<file path="config.mk">
export PLATFORM = sky130hd
export DESIGN_NAME = ahb_apb_bridge_mp
export DESIGN_NICKNAME = d
export VERILOG_FILES = /design/src/rtl/ahb_apb_pkg.sv /design/src/rtl/ahb_apb_bridge_mp_resp_mux.sv /design/src/rtl/ahb_apb_bridge_mp.sv
export SDC_FILE = /design/constraint.sdc
export NUM_CORES = 1
export LEC_CHECK = 0
export CORE_MARGIN = 4
export CORE_UTILIZATION = 45
export CTS_BUF_LIST = sky130_fd_sc_hd__clkbuf_8
export DETAILED_ROUTE_END_ITERATION = 6
export GPL_ROUTABILITY_DRIVEN = 0
export PLACE_DENSITY = 0.89
export SKIP_LAST_GASP = 1
export SLEW_MARGIN = 20
export SYNTH_ARGS = -nofsm -noshare
export SYNTH_HDL_FRONTEND = slang
export SYNTH_SLANG_ARGS = --single-unit
</file>
<file path="constraint.sdc">
create_clock -name hclk_i -period 7.5 [get_ports hclk_i]
set_input_delay 1.5 -clock hclk_i [delete_from_list [all_inputs] [get_ports hclk_i]]
set_output_delay 1.5 -clock hclk_i [all_outputs]
set_load 0.01 [all_outputs]
</file>
<file path="src/rtl/ahb_apb_pkg.sv">
// Shared codes, FSM state type and byte-strobe helper for the AHB-Lite to APB3 bridge.
package ahb_apb_pkg;

  localparam logic [1:0] HTRANS_IDLE   = 2'b00;
  localparam logic [1:0] HTRANS_BUSY   = 2'b01;
  localparam logic [1:0] HTRANS_NONSEQ = 2'b10;
  localparam logic [1:0] HTRANS_SEQ    = 2'b11;

  localparam logic [1:0] HRESP_OKAY  = 2'b00;
  localparam logic [1:0] HRESP_ERROR = 2'b01;

  localparam logic [2:0] HSIZE_BYTE  = 3'b000;
  localparam logic [2:0] HSIZE_HALF  = 3'b001;
  localparam logic [2:0] HSIZE_WORD  = 3'b010;
  localparam logic [2:0] HSIZE_DWORD = 3'b011;

  typedef enum logic [2:0] {
    ST_IDLE,
    ST_WLATCH,
    ST_SETUP,
    ST_ACCESS,
    ST_RESP,
    ST_ERR1,
    ST_ERR2
  } bridge_state_e;

  // Naturally aligned byte strobes for buses up to 64 bits; callers truncate to their lane count.
  function automatic logic [7:0] size_to_strb(input logic [2:0] hsize, input logic [2:0] addr_lo);
    logic [7:0] ones;
    logic [2:0] base;
    ones = 8'h00;
    base = 3'b000;
    case (hsize)
      HSIZE_BYTE:  begin ones = 8'h01; base = addr_lo;                end
      HSIZE_HALF:  begin ones = 8'h03; base = {addr_lo[2:1], 1'b0};   end
      HSIZE_WORD:  begin ones = 8'h0F; base = {addr_lo[2], 2'b00};    end
      HSIZE_DWORD: begin ones = 8'hFF; base = 3'b000;                 end
      default:     begin ones = 8'h00; base = 3'b000;                 end
    endcase
    return ones << base;
  endfunction

endpackage

</file>
<file path="src/rtl/ahb_apb_bridge_mp_resp_mux.sv">
// Selects the addressed slave's PRDATA/PREADY/PSLVERR; reports not-ready when no slave is selected.
module apb_resp_mux #(
  parameter int NUM_SLAVES = 3,
  parameter int DATA_W     = 32,
  parameter int SEL_W      = 4
) (
  input  logic [SEL_W-1:0]             idx_i,
  input  logic                         active_i,
  input  logic [NUM_SLAVES*DATA_W-1:0] prdata_i,
  input  logic [NUM_SLAVES-1:0]        pready_i,
  input  logic [NUM_SLAVES-1:0]        pslverr_i,
  output logic [DATA_W-1:0]            prdata_o,
  output logic                         pready_o,
  output logic                         pslverr_o
);

  logic [NUM_SLAVES-1:0] hit;
  logic [DATA_W-1:0]     masked [NUM_SLAVES];

  genvar gi;
  generate
    for (gi = 0; gi < NUM_SLAVES; gi++) begin : g_slave
      assign hit[gi]    = active_i && (idx_i == SEL_W'(gi));
      assign masked[gi] = prdata_i[gi*DATA_W +: DATA_W] & {DATA_W{hit[gi]}};
    end
  endgenerate

  // AND-OR mux: at most one hit bit is set, so OR-ing the masked lanes selects it.
  always_comb begin
    prdata_o = '0;
    for (int i = 0; i < NUM_SLAVES; i++) begin
      prdata_o = prdata_o | masked[i];
    end
    pready_o  = |(hit & pready_i);
    pslverr_o = |(hit & pslverr_i);
  end

endmodule

</file>
<file path="src/rtl/ahb_apb_bridge_mp.sv">
// Parametrised AHB-Lite to APB3 bridge with strobes, decode errors and a PREADY timeout.
module ahb_apb_bridge_mp
  import ahb_apb_pkg::*;
#(
  parameter int DATA_W      = 32,
  parameter int ADDR_W      = 32,
  parameter int NUM_SLAVES  = 3,
  parameter int SEL_LSB     = 16,
  parameter int SEL_W       = 4,
  parameter int TIMEOUT_CYC = 256
) (
  input  logic                         hclk_i,
  input  logic                         hreset_i,
  input  logic                         hsel_i,
  input  logic [ADDR_W-1:0]            haddr_i,
  input  logic [1:0]                   htrans_i,
  input  logic                         hwrite_i,
  input  logic [2:0]                   hsize_i,
  input  logic [DATA_W-1:0]            hwdata_i,
  input  logic                         hready_i,
  output logic                         hreadyout_o,
  output logic [1:0]                   hresp_o,
  output logic [DATA_W-1:0]            hrdata_o,
  output logic [ADDR_W-1:0]            paddr_o,
  output logic [NUM_SLAVES-1:0]        psel_o,
  output logic                         penable_o,
  output logic                         pwrite_o,
  output logic [DATA_W-1:0]            pwdata_o,
  output logic [DATA_W/8-1:0]          pstrb_o,
  input  logic [NUM_SLAVES*DATA_W-1:0] prdata_i,
  input  logic [NUM_SLAVES-1:0]        pready_i,
  input  logic [NUM_SLAVES-1:0]        pslverr_i
);

  localparam int STRB_W   = DATA_W / 8;
  localparam int SIZE_MAX = $clog2(STRB_W);
  localparam int CNT_W    = (TIMEOUT_CYC > 1) ? $clog2(TIMEOUT_CYC) : 1;
  localparam int TO_LAST  = (TIMEOUT_CYC > 0) ? TIMEOUT_CYC - 1 : 0;
  localparam logic [SEL_W:0] NUM_SLAVES_EXT = (SEL_W + 1)'(NUM_SLAVES);

  bridge_state_e         state_q;
  logic                  hreadyout_q;
  logic [1:0]            hresp_q;
  logic [DATA_W-1:0]     hrdata_q;
  logic [ADDR_W-1:0]     paddr_q;
  logic [NUM_SLAVES-1:0] psel_q;
  logic                  penable_q;
  logic                  pwrite_q;
  logic [DATA_W-1:0]     pwdata_q;
  logic [STRB_W-1:0]     pstrb_q;
  logic [SEL_W-1:0]      idx_q;
  logic [CNT_W-1:0]      wait_cnt_q;

  logic [SEL_W-1:0]      req_idx;
  logic                  accept;
  logic                  decode_err;
  logic                  timeout_hit;
  logic [STRB_W-1:0]     req_strb;
  logic [NUM_SLAVES-1:0] req_sel;
  logic [NUM_SLAVES-1:0] idx_sel;
  logic [DATA_W-1:0]     sel_prdata;
  logic                  sel_pready;
  logic                  sel_pslverr;

  // hreadyout_q is high exactly in IDLE, RESP and ERR2, the states that may take a new transfer.
  assign req_idx     = haddr_i[SEL_LSB +: SEL_W];
  assign accept      = hsel_i & hready_i & hreadyout_q &
                       ((htrans_i == HTRANS_NONSEQ) | (htrans_i == HTRANS_SEQ));
  assign decode_err  = ({1'b0, req_idx} >= NUM_SLAVES_EXT) | (hsize_i > 3'(SIZE_MAX));
  assign req_strb    = STRB_W'(size_to_strb(hsize_i, 3'(haddr_i[SIZE_MAX-1:0])));
  assign timeout_hit = (TIMEOUT_CYC != 0) && (wait_cnt_q == CNT_W'(TO_LAST));

  genvar gi;
  generate
    for (gi = 0; gi < NUM_SLAVES; gi++) begin : g_sel
      assign req_sel[gi] = (req_idx == SEL_W'(gi));
      assign idx_sel[gi] = (idx_q == SEL_W'(gi));
    end
  endgenerate

  apb_resp_mux #(
    .NUM_SLAVES (NUM_SLAVES),
    .DATA_W     (DATA_W),
    .SEL_W      (SEL_W)
  ) u_resp_mux (
    .idx_i     (idx_q),
    .active_i  (|psel_q),
    .prdata_i  (prdata_i),
    .pready_i  (pready_i),
    .pslverr_i (pslverr_i),
    .prdata_o  (sel_prdata),
    .pready_o  (sel_pready),
    .pslverr_o (sel_pslverr)
  );

  // Bridge FSM; every bus output is a register updated alongside the state transition.
  always_ff @(posedge hclk_i or posedge hreset_i) begin
    if (hreset_i) begin
      state_q     <= ST_IDLE;
      hreadyout_q <= 1'b1;
      hresp_q     <= HRESP_OKAY;
      hrdata_q    <= '0;
      paddr_q     <= '0;
      psel_q      <= '0;
      penable_q   <= 1'b0;
      pwrite_q    <= 1'b0;
      pwdata_q    <= '0;
      pstrb_q     <= '0;
      idx_q       <= '0;
      wait_cnt_q  <= '0;
    end else begin
      case (state_q)
        ST_IDLE, ST_RESP, ST_ERR2: begin
          if (accept) begin
            hreadyout_q <= 1'b0;
            if (decode_err) begin
              state_q <= ST_ERR1;
              hresp_q <= HRESP_ERROR;
            end else begin
              hresp_q  <= HRESP_OKAY;
              idx_q    <= req_idx;
              paddr_q  <= haddr_i;
              pwrite_q <= hwrite_i;
              pstrb_q  <= hwrite_i ? req_strb : '0;
              if (hwrite_i) begin
                state_q <= ST_WLATCH;
              end else begin
                state_q <= ST_SETUP;
                psel_q  <= req_sel;
              end
            end
          end else begin
            state_q     <= ST_IDLE;
            hreadyout_q <= 1'b1;
            hresp_q     <= HRESP_OKAY;
          end
        end
        ST_WLATCH: begin
          pwdata_q <= hwdata_i;
          psel_q   <= idx_sel;
          state_q  <= ST_SETUP;
        end
        ST_SETUP: begin
          penable_q  <= 1'b1;
          wait_cnt_q <= '0;
          state_q    <= ST_ACCESS;
        end
        ST_ACCESS: begin
          if (sel_pready) begin
            psel_q    <= '0;
            penable_q <= 1'b0;
            if (sel_pslverr) begin
              state_q <= ST_ERR1;
              hresp_q <= HRESP_ERROR;
            end else begin
              state_q     <= ST_RESP;
              hreadyout_q <= 1'b1;
              hresp_q     <= HRESP_OKAY;
              if (!pwrite_q) hrdata_q <= sel_prdata;
            end
          end else if (timeout_hit) begin
            psel_q    <= '0;
            penable_q <= 1'b0;
            state_q   <= ST_ERR1;
            hresp_q   <= HRESP_ERROR;
          end else if (wait_cnt_q != '1) begin
            wait_cnt_q <= wait_cnt_q + 1'b1;
          end
        end
        ST_ERR1: begin
          state_q     <= ST_ERR2;
          hreadyout_q <= 1'b1;
          hresp_q     <= HRESP_ERROR;
        end
        default: begin
          state_q     <= ST_IDLE;
          hreadyout_q <= 1'b1;
          hresp_q     <= HRESP_OKAY;
        end
      endcase
    end
  end

  assign hreadyout_o = hreadyout_q;
  assign hresp_o     = hresp_q;
  assign hrdata_o    = hrdata_q;
  assign paddr_o     = paddr_q;
  assign psel_o      = psel_q;
  assign penable_o   = penable_q;
  assign pwrite_o    = pwrite_q;
  assign pwdata_o    = pwdata_q;
  assign pstrb_o     = pstrb_q;

endmodule

</file>
Yosys cells after proc, flatten, opt, wreduce, memory -nomap -nowiden:

Index checks and enable logic that the tools add are counted.

* bits in latches: 0
* output and inout bits: 108
* bits in registers: 123
* logic and storage cells: 112
* bits in read-only memories: 0
* input bits: 176
* memory bits (writable): 0
* memories: 0

* add/sub/neg operators: 1
* equality and inequality tests: 26
* reduce and logical (&&, ||, !) cells: 21
* bitwise logic cells: 16
* $mul: 0
* shift operators: 1
* mux-type cells: 33
* divide/modulo/power cells: 0
* $lt $le $gt $ge: 2

Operators with widths (count)
* $and A32 B32 Y32: 3
* $or A32 B32 Y32: 2
* $pmux W8 S4: 1
* $mux W3: 9
* $mux W8: 3
* $ne A2 B2 Y1 const B: 8
* $pmux W8 S2: 1
* $pmux W3 S5: 1
* $eq A3 B2 Y1 const B: 4
* $reduce_or A3 Y1: 4
* $eq A3 B3 Y1 const B: 3
* $pmux W3 S3: 1
* $add A8 B1 Y8 const B: 1
* $eq A4 B1 Y1 const B: 2
* $eq A4 B2 Y1 const B: 2
* $eq A8 B8 Y1 const B: 1
* $logic_not A4 Y1: 2
* $mux W1: 8
* $mux W2: 4
* $ne A8 B8 Y1 const B: 1
* $pmux W2 S4: 1
* $reduce_and A4 Y1: 2
* $shl A8 B3 Y4: 1
* $and A3 B3 Y3: 2
* other kinds (20): 33

Longest topological paths before layout:

Gate-level depths: netlist of run 1.

* depth after elaboration: 7
* depth in mapped cells: 7
* gate-level depth less buffers: 6

Cells and area by module:

From an unflattened synthesis of run 1, not the netlist that was laid out.

* cells, all modules: 488
* area total of the unflattened synthesis: 5698.0 µm²

By module, submodules not included
* ahb_apb_bridge_mp: cells each 403, area an instance 4802.1 µm², times used 1
* apb_resp_mux: cells each 85, area an instance 895.9 µm², times used 1

Least setup slack after synthesis of run 1:

OpenSTA, ideal clock, no wires.

* path kind: input-to-reg
* start: in hsize_i[0]
* end: reg paddr_q[10] (netlist: paddr_o[10])
* arrival time: 2.848 ns
* stages on the path: 5
* buffers on the path: 1
* setup slack: 4.524 ns
* library setup time: 0.128 ns
* cells stage by stage: a211oi_1 nand2_1 nor2_1 buf_2 mux2_1

* longest elaborated chain between the ends: 4

RTL lines
* from (decl): RTL line ahb_apb_bridge_mp.sv:18 `input logic [2:0] hsize_i,`
* $gt A3 B2 Y1: RTL line ahb_apb_bridge_mp.sv:69 `assign decode_err = ({1'b0, req_idx} >= NUM_SLAVES_EXT) | (hsize_i > 3'(SIZE_MAX));`
* $or A1 B1 Y1: RTL line ahb_apb_bridge_mp.sv:69
* $not A1 Y1 (no source line)
* $reduce_and A3 Y1 (no source line)
* to (signal assigned): RTL line ahb_apb_bridge_mp.sv:122 `paddr_q <= haddr_i;`
* to (decl): RTL line ahb_apb_bridge_mp.sv:45 `logic [ADDR_W-1:0] paddr_q;`

Every way passes these cells.
A chain may end at the register's enable or synchronous reset.

Final worst setup path of run 1:

* start: in hready_i
* end: reg paddr_q[24] (netlist: paddr_o[24])

* longest elaborated chain between the ends: 4

RTL lines
* from (decl): RTL line ahb_apb_bridge_mp.sv:20 `input logic hready_i,`
* $and A1 B1 Y1 (3 in a row): RTL line ahb_apb_bridge_mp.sv:67 `assign accept = hsel_i & hready_i & hreadyout_q &`
* $reduce_and A3 Y1 (no source line)

Every way passes these cells.

==> metrics.csv, run 1 <==
stage,metric,value,unit
synth,synth_top_cell_area_share,51.7,%
floorplan,die_area,14400,um2
synth,synth_top_cell_by_area,dfrtp_1,
timing,slew_headroom,33.3,%
setup_path,crit_fanout,34,
floorplan,start_util,46.5,%
cts,clock_latency,0.44,ns
synth,synth_cells,440,
timing,tightest_slew,0.998,ns
global_route,use_met1,28.2,%
drt,routed_wl,18500,um
synth,synth_nets,617,
cts,cts_tree,built,
floorplan,die_w,120,um
final_layout,drive_gt1_share,11.0,%
drt,drc,0,
synth,ys.flop_type,dfrtp_1,
synth,async_flop_share,100,%
synth,netlist_area,5660,um2
drt,drtAntennaViolNets,0,
cts,numCtsBuffers,17,
timing,rsz0062_at_grt,no,
cts,cts_max_path_buffers,2,
synth,synth_edf_count,0,
timing,final_max_slew_viol_count,0,
cts,htreeDepth,4,
flow_run,maxCapViolCount,0,
synth,syn_avg_cell_area,12.9,um2
timing,period_minus_slack,3.51,ns
setup_path,crit_type,in -> reg,
drt,vias,4906,
final_layout,area_delta_synth_final,60.0,%
global_route,grt_overflow_total,0,
place,dp_hpwl,14000,um
cts,cts_root_buffer,clkbuf_8,
drt,dr.pass1.iters,5,
worst_hold_path,hp-class,reg -> reg,
drt,drt_iter0_drc,267,
global_route,grt_first_pass_wirelength,28400,um
global_route,grt_pass1_vias,5235,
synth,synthTopCellsByArea,"dfrtp_1 52%, mux2_1 13%, mux2_4 8.0%",
cts,clock-sinks,118,
global_route,grt_max_degree,70,
timing,setup_viol,0,
timing,finalHoldViolations,0,
global_route,grt.total_usage,25.5,%
setup_path,cp-start-kind,primary input,
status,outcome,"finished, final reports clean",
floorplan,boundaryPins,284,
pwr,power_leakage,3.96,nW
final_layout,nNetsFinal,892,
floorplan,dieHeight,120,um
cts,clk_pin_slew,0.06,ns
timing,fin_crit_sh,46.8,%
timing,finClkSkew,0.00799,ns
pwr,p_per_area,313,nW/um2
timing,fmax,285,MHz
drt,routedWlPerCell,20.6,um
global_route,grt.busiest_layer,met2,
floorplan,num_rows,40,
synth,ys_seq_area_share,52.2,%
cts,cts-resized-gates,0,
synth,synth_seq_cells,118,
synth,yosysUniqueCellTypes,57,
timing,holdWs,0.483,ns
pwr,peakVddDrop,0.171,mV
setup_path,cp-end-kind,register,
global_route,met3_usage,7.59,%
global_route,antenna_found_initial,0,
place,port_buffers,281,
global_route,gr-usage-met2,45.3,%
drt,vias_per_cell,5.48,
timing,setup_tns,0,ns
synth,yosysWarnings,0,
cts,post_cts_buffers,0,
cts,cts_hold_buf,0,
setup_path,crit_arrival,3.82,ns
final_layout,num-fill-cells,786,
final_layout,antennaDiodeCount,0,
setup_path,cp_data_required_time,7.81,ns
floorplan,placeableCoreArea,12200,um2
## final timing paths
check	depth (start not counted)	from	endpoint	slack (ns)
setup / recovery	5	hready_i	paddr_o[24]	3.99
hold / removal	1	paddr_o[9]	paddr_o[9]	0.48
setup reg to reg	4	state_q[1]	paddr_o[24]	4.56
hold reg to reg	1	paddr_o[9]	paddr_o[9]	0.48
max in group asynchronous	3	hreset_i	pwdata_o[30]	4.65
min in group asynchronous	2	hreset_i	pwdata_o[16]	1.51
## cells by family after synthesis
kind of cell | Yosys count | synth area share, %
DFF | 118 | 52.2
xor gates and xnor gates | 1 | 0.155
AOI/OAI and AO/OA | 117 | 15.4
other | 1 | 0.0663
muxes | 99 | 21.7
and+or+nand+nor | 66 | 6.96
adders and majority gates | 1 | 0.221
buffers and inverters | 37 | 3.29
## layer usage
layer | vias up | routed length (um)
li1 | 2221 | -
met1 | 2414 | 6740
met2 | 228 | 9820
met3 | 43 | 1290
met4 | 0 | 608
met5 | - | 0
## area by class of cell
class / instances / area, um2 / area share (%)
clock buffers: 21 / 289 / 3.19
multi-input cells: 285 / 2540 / 28.1
flip-flops and latches: 118 / 2950 / 32.6
inverters: 7 / 28.8 / 0.318
clock inverters: 11 / 178 / 1.96
repair buffers: 286 / 2850 / 31.5
well taps: 168 / 210 / 2.32
## metrics by stage
| step | cells | utilization (%) | total power [mW] | cell area (um2) | setup slack, ns |
|---|---|---|---|---|---|
| 6_report | 896 | 74.4 | 2.83 | 9050 | 3.99 |
| 5_1_grt | 896 | 74.4 | 2.97 | 9050 | 3.87 |
| 4_1_cts | 896 | 74.4 | 2.86 | 9050 | 4.02 |
| 3_5_place_dp | 864 | 70.6 | 2.17 | 8590 | 3.54 |
| 3_3_place_gp | 864 | 70.6 | 2.11 | 8590 | 3.63 |
| 2_1_floorplan | 440 | - | 1.55 | 5660 | 2.87 |
## flip-flops by register name, indices dropped and copies added, names as in the netlist
register,count
state_q,3
psel_o,3
paddr_o,32
pwdata_o,32
penable_o,1
hrdata_o,32
hresp_o,1
hreadyout_o,1
wait_cnt_q,8
pstrb_o,4
pwrite_o,1
## worst max-delay path, cell delays in order
cell and delay (ns):
clkdlybuf4s50_1 0.46, and4b_1 0.17, nand3_1 0.36, nor2_4 0.89
mux2_1 0.41
## synth_stat cells (2+ instances only)
cell / n
inv_1: 6
buf_2: 11
nand4_1: 2
mux2_2: 2
and3b_1: 2
a41o_1: 2
and2_1: 2
nor4b_1: 2
o221ai_1: 2
a21o_1: 2
o21ai_0: 4
clkbuf_1: 11
o2bb2ai_1: 32
a31o_1: 2
nand3_1: 5
nor2b_1: 6
a31oi_1: 3
a21oi_1: 6
a22o_1: 2
mux2_4: 30
a32oi_1: 2
a22oi_1: 33
mux2_1: 66
o21ai_1: 16
dfrtp_1: 117
nor2_1: 13
nand2b_1: 5
buf_1: 3
and3_1: 3
nor3_1: 4
nand2_1: 14
buf_6: 4
o22ai_1: 2
## power by group
group	total (mW)	internal, mW	switching [mW]	leakage (nW)
sequential	0.965	0.830	0.135	1.54
combinational	1.19	0.653	0.541	2.17
clock	0.673	0.427	0.247	0.248
total	2.83	1.91	0.923	3.96
## cell usage in the layout (no fill, tap or decap), types with 6 or more instances in the layout
cell type,count
mux2_1,66
clkdlybuf4s50_1,281
dfrtp_1,117
nor2b_1,6
inv_1,7
o21ai_1,16
nand2_1,14
mux2_4,30
a21oi_1,6
o2bb2ai_1,32
nor2_1,10
clkbuf_8,21
a22oi_1,33
Note: power is estimated with default switching activity, not from simulation.
==> run 2, diff against run 1 <==
--- a/config.mk
+++ b/config.mk
@@ -6,11 +6,11 @@
 export NUM_CORES = 1
 export LEC_CHECK = 0
 export CORE_MARGIN = 4
-export CORE_UTILIZATION = 45
+export CORE_UTILIZATION = 42
 export CTS_BUF_LIST = sky130_fd_sc_hd__clkbuf_8
 export DETAILED_ROUTE_END_ITERATION = 6
 export GPL_ROUTABILITY_DRIVEN = 0
-export PLACE_DENSITY = 0.89
+export PLACE_DENSITY = 0.84
 export SKIP_LAST_GASP = 1
 export SLEW_MARGIN = 20
 export SYNTH_ARGS = -nofsm -noshare
==> constraint.sdc (replaced) <==
create_clock -name hclk_i -period 3.6 [get_ports hclk_i]
set_input_delay 0.72 -clock hclk_i [delete_from_list [all_inputs] [get_ports hclk_i]]
set_output_delay 0.72 -clock hclk_i [all_outputs]
set_load 0.01 [all_outputs]
==> metrics.csv, run 2 (synthesized netlist as in run 1, its figures left out) <==
stage,metric,value,unit,change
drt,drc,0,,unchanged
drt,routedWlPerCell,20.1,um,-2.4%
drt,vias_per_cell,5.38,,-1.8%
pwr,p_per_area,630,nW/um2,+100%
status,outcome,"finished, final reports clean",,
pwr,p_seq_share,35.1,%,+1.0 points
timing,setup_slack,1.12,ns,-2.87 ns
final_layout,nNetsFinal,896,,+0.45%
cts,clk_pin_slew,0.07,ns,about the same
final_layout,drive_gt1_share,11.5,%,+0.50 points
timing,setup_tns,0,ns,unchanged
drt,drtAntennaViolNets,0,,unchanged
cts,cts_tree,built,,
setup_path,cp-end-kind,register,,
setup_path,critPathMaxStageDelay,0.50,ns,-0.39 ns
floorplan,die_w,124,um,+3.3%
cts,cts_max_path_buffers,2,,unchanged
cts,clock_latency,0.43,ns,about the same
cts,cts_hold_buf,0,,unchanged
floorplan,start_util,42.7,%,-3.8 points
floorplan,dieHeight,124,um,+3.3%
setup_path,path_delay_family,buffers and inverters,,
global_route,grt_pass1_vias,4995,,-4.6%
timing,holdWs,0.486,ns,+0.00303 ns
timing,finalHoldViolations,0,,unchanged
cts,clock-sinks,118,,unchanged
global_route,grt.total_usage,23.4,%,-2.2 points
setup_path,crit_type,in -> reg,,
timing,tightest_slew,0.954,ns,-0.0448 ns
pwr,p_int,3.79,mW,+98%
setup_path,crit_fanout,30,,-12%
final_layout,final_common_cell,clkdlybuf4s50_1,,
place,dp_slack,0.675,ns,-2.86 ns
pwr,switching_power,1.91,mW,+110%
pwr,pwr-share-comb,43.6,%,+1.4 points
final_layout,area_delta_synth_final,59.8,%,
pwr,power_leakage,3.94,nW,-0.44%
timing,slew_headroom,36.3,%,+3.0 points
final_layout,antennaDiodeCount,0,,unchanged
floorplan,num_rows,42,,+5.0%
worst_hold_path,hp-class,reg -> reg,,
pwr,clkPwrFrac,21.3,%,-2.5 points
timing,final_max_slew_viol_count,0,,unchanged
global_route,antenna_found_initial,0,,unchanged
drt,drt_iter0_drc,279,,+4.5%
timing,fin_crit_sh,68.8,%,
setup_path,cp_num_buf_inv,2,,+1
timing,fmax,404,MHz,
setup_path,cp-start-kind,primary input,,
cts,numCtsBuffers,17,,unchanged
setup_path,cp_data_required_time,3.91,ns,-3.90 ns
global_route,grt_first_pass_wirelength,27100,um,-4.5%
cts,htreeDepth,4,,unchanged
flow_run,maxCapViolCount,0,,unchanged
timing,rsz0062_at_grt,no,,
cts,cts-resized-gates,0,,unchanged
timing,finClkSkew,0.00772,ns,-0.000270 ns
pwr,peakVddDrop,0.356,mV,+110%
timing,setup_viol,0,,unchanged
drt,routed_wl,18200,um,-1.2%
final_layout,final_cell_mix,"281 x clkdlybuf4s50_1, 117 x dfrtp_1, 66 x mux2_1, 33 x a22oi_1, 32 x o2bb2ai_1",,
drt,vias,4879,,-0.55%
place,port_buffers,281,,unchanged
timing,period_minus_slack,2.48,ns,
floorplan,boundaryPins,284,,unchanged
floorplan,placeableCoreArea,13200,um2,+8.9%
setup_path,crit_chain,"clkdlybuf4s50_1, a211oi_1, nand2_1, nor2_4, buf_4, mux2_1",,
floorplan,die_area,15400,um2,+6.7%
pwr,swShare,33.5,%,+0.87 points
cts,post_cts_buffers,0,,unchanged
drt,dr.pass1.iters,4,,-1
setup_path,crit_arrival,2.78,ns,-1.04 ns
setup_path,slowest_stage,clkdlybuf4s50_1,,
global_route,grt_max_degree,76,,+8.6%
place,dp_hpwl,13700,um,-1.8%
global_route,grt_overflow_total,0,,unchanged
cts,cts_root_buffer,clkbuf_8,,
-- run 2: changes by cell type in the layout (fill, tap and decap cells not counted), sizes merged --
cell | previous run | this run
buf | 5 | 9
bufinv | 5 | 2
clkinvlp | 0 | 2
inv | 9 | 7
clkbuf | 21 | 22
clkinv | 4 | 5
-- run 2: power groups by stage --
stage | clock [mW] | sequential (mW) | combinational (mW)
floorplan | 0 | 2.12 | 1.10
global placement | 0 | 1.99 | 2.40
CTS | 1.24 | 2.00 | 2.50
detailed placement | 0 | 2.02 | 2.49
global route | 1.31 | 2.05 | 2.66
finish | 1.21 | 2.00 | 2.48
-- run 2: per-layer routing --
metal	track usage [%]	vias up	part of all wire, %
met1	25.3	2415	35
met2	42.0	217	53
li1	-	2219	-
met5	0	-	0
met4	9.03	0	2.4
met3	7.81	28	9.3
-- run 2: cell type report --
| type | instances | area (um2) |
|---|---|---|
| Clock buffer | 22 | 303 |
| Clock inverter | 9 | 100 |
| Fill cell | 968 | 4200 |
| Inverter | 7 | 30.0 |
| Multi-Input combinational cell | 285 | 2540 |
| Sequential cell | 118 | 2950 |
| Tap cell | 176 | 220 |
| Timing Repair Buffer | 290 | 2890 |
-- run 2: final timing paths --
path                              start  cells past startpoint  slack (ns)            to
max                          hsize_i[1]                      6        1.12   paddr_o[30]
min                        pwdata_o[16]                      1        0.49  pwdata_o[16]
max reg2reg                 paddr_o[17]                      6        1.14  hrdata_o[18]
min reg2reg                pwdata_o[16]                      1        0.49  pwdata_o[16]
max in group asynchronous      hreset_i                      3        2.38  hrdata_o[25]
min in group asynchronous      hreset_i                      3        0.75   pwdata_o[7]
-- run 2: metrics by stage --
step | power [mW] | utilization, % | cells | area, um2
after CTS | 5.75 | 68.3 | 907 | 9040
after global routing | 6.02 | 68.3 | 907 | 9040
after floorplan | 3.22 | - | 440 | 5660
after global placement | 4.39 | 65.2 | 876 | 8640
final | 5.69 | 68.3 | 907 | 9040
after detailed placement | 4.51 | 65.2 | 876 | 8640
-- run 2: worst reg2reg max path, delay by kind of cell (launching register included) --
family,cells,cell delay (ns)
muxes,2,0.82
buffers and inverters,1,0.48
AOI/OAI and AO/OA,1,0.28
and+or+nand+nor,2,0.16
DFF,1,0.60
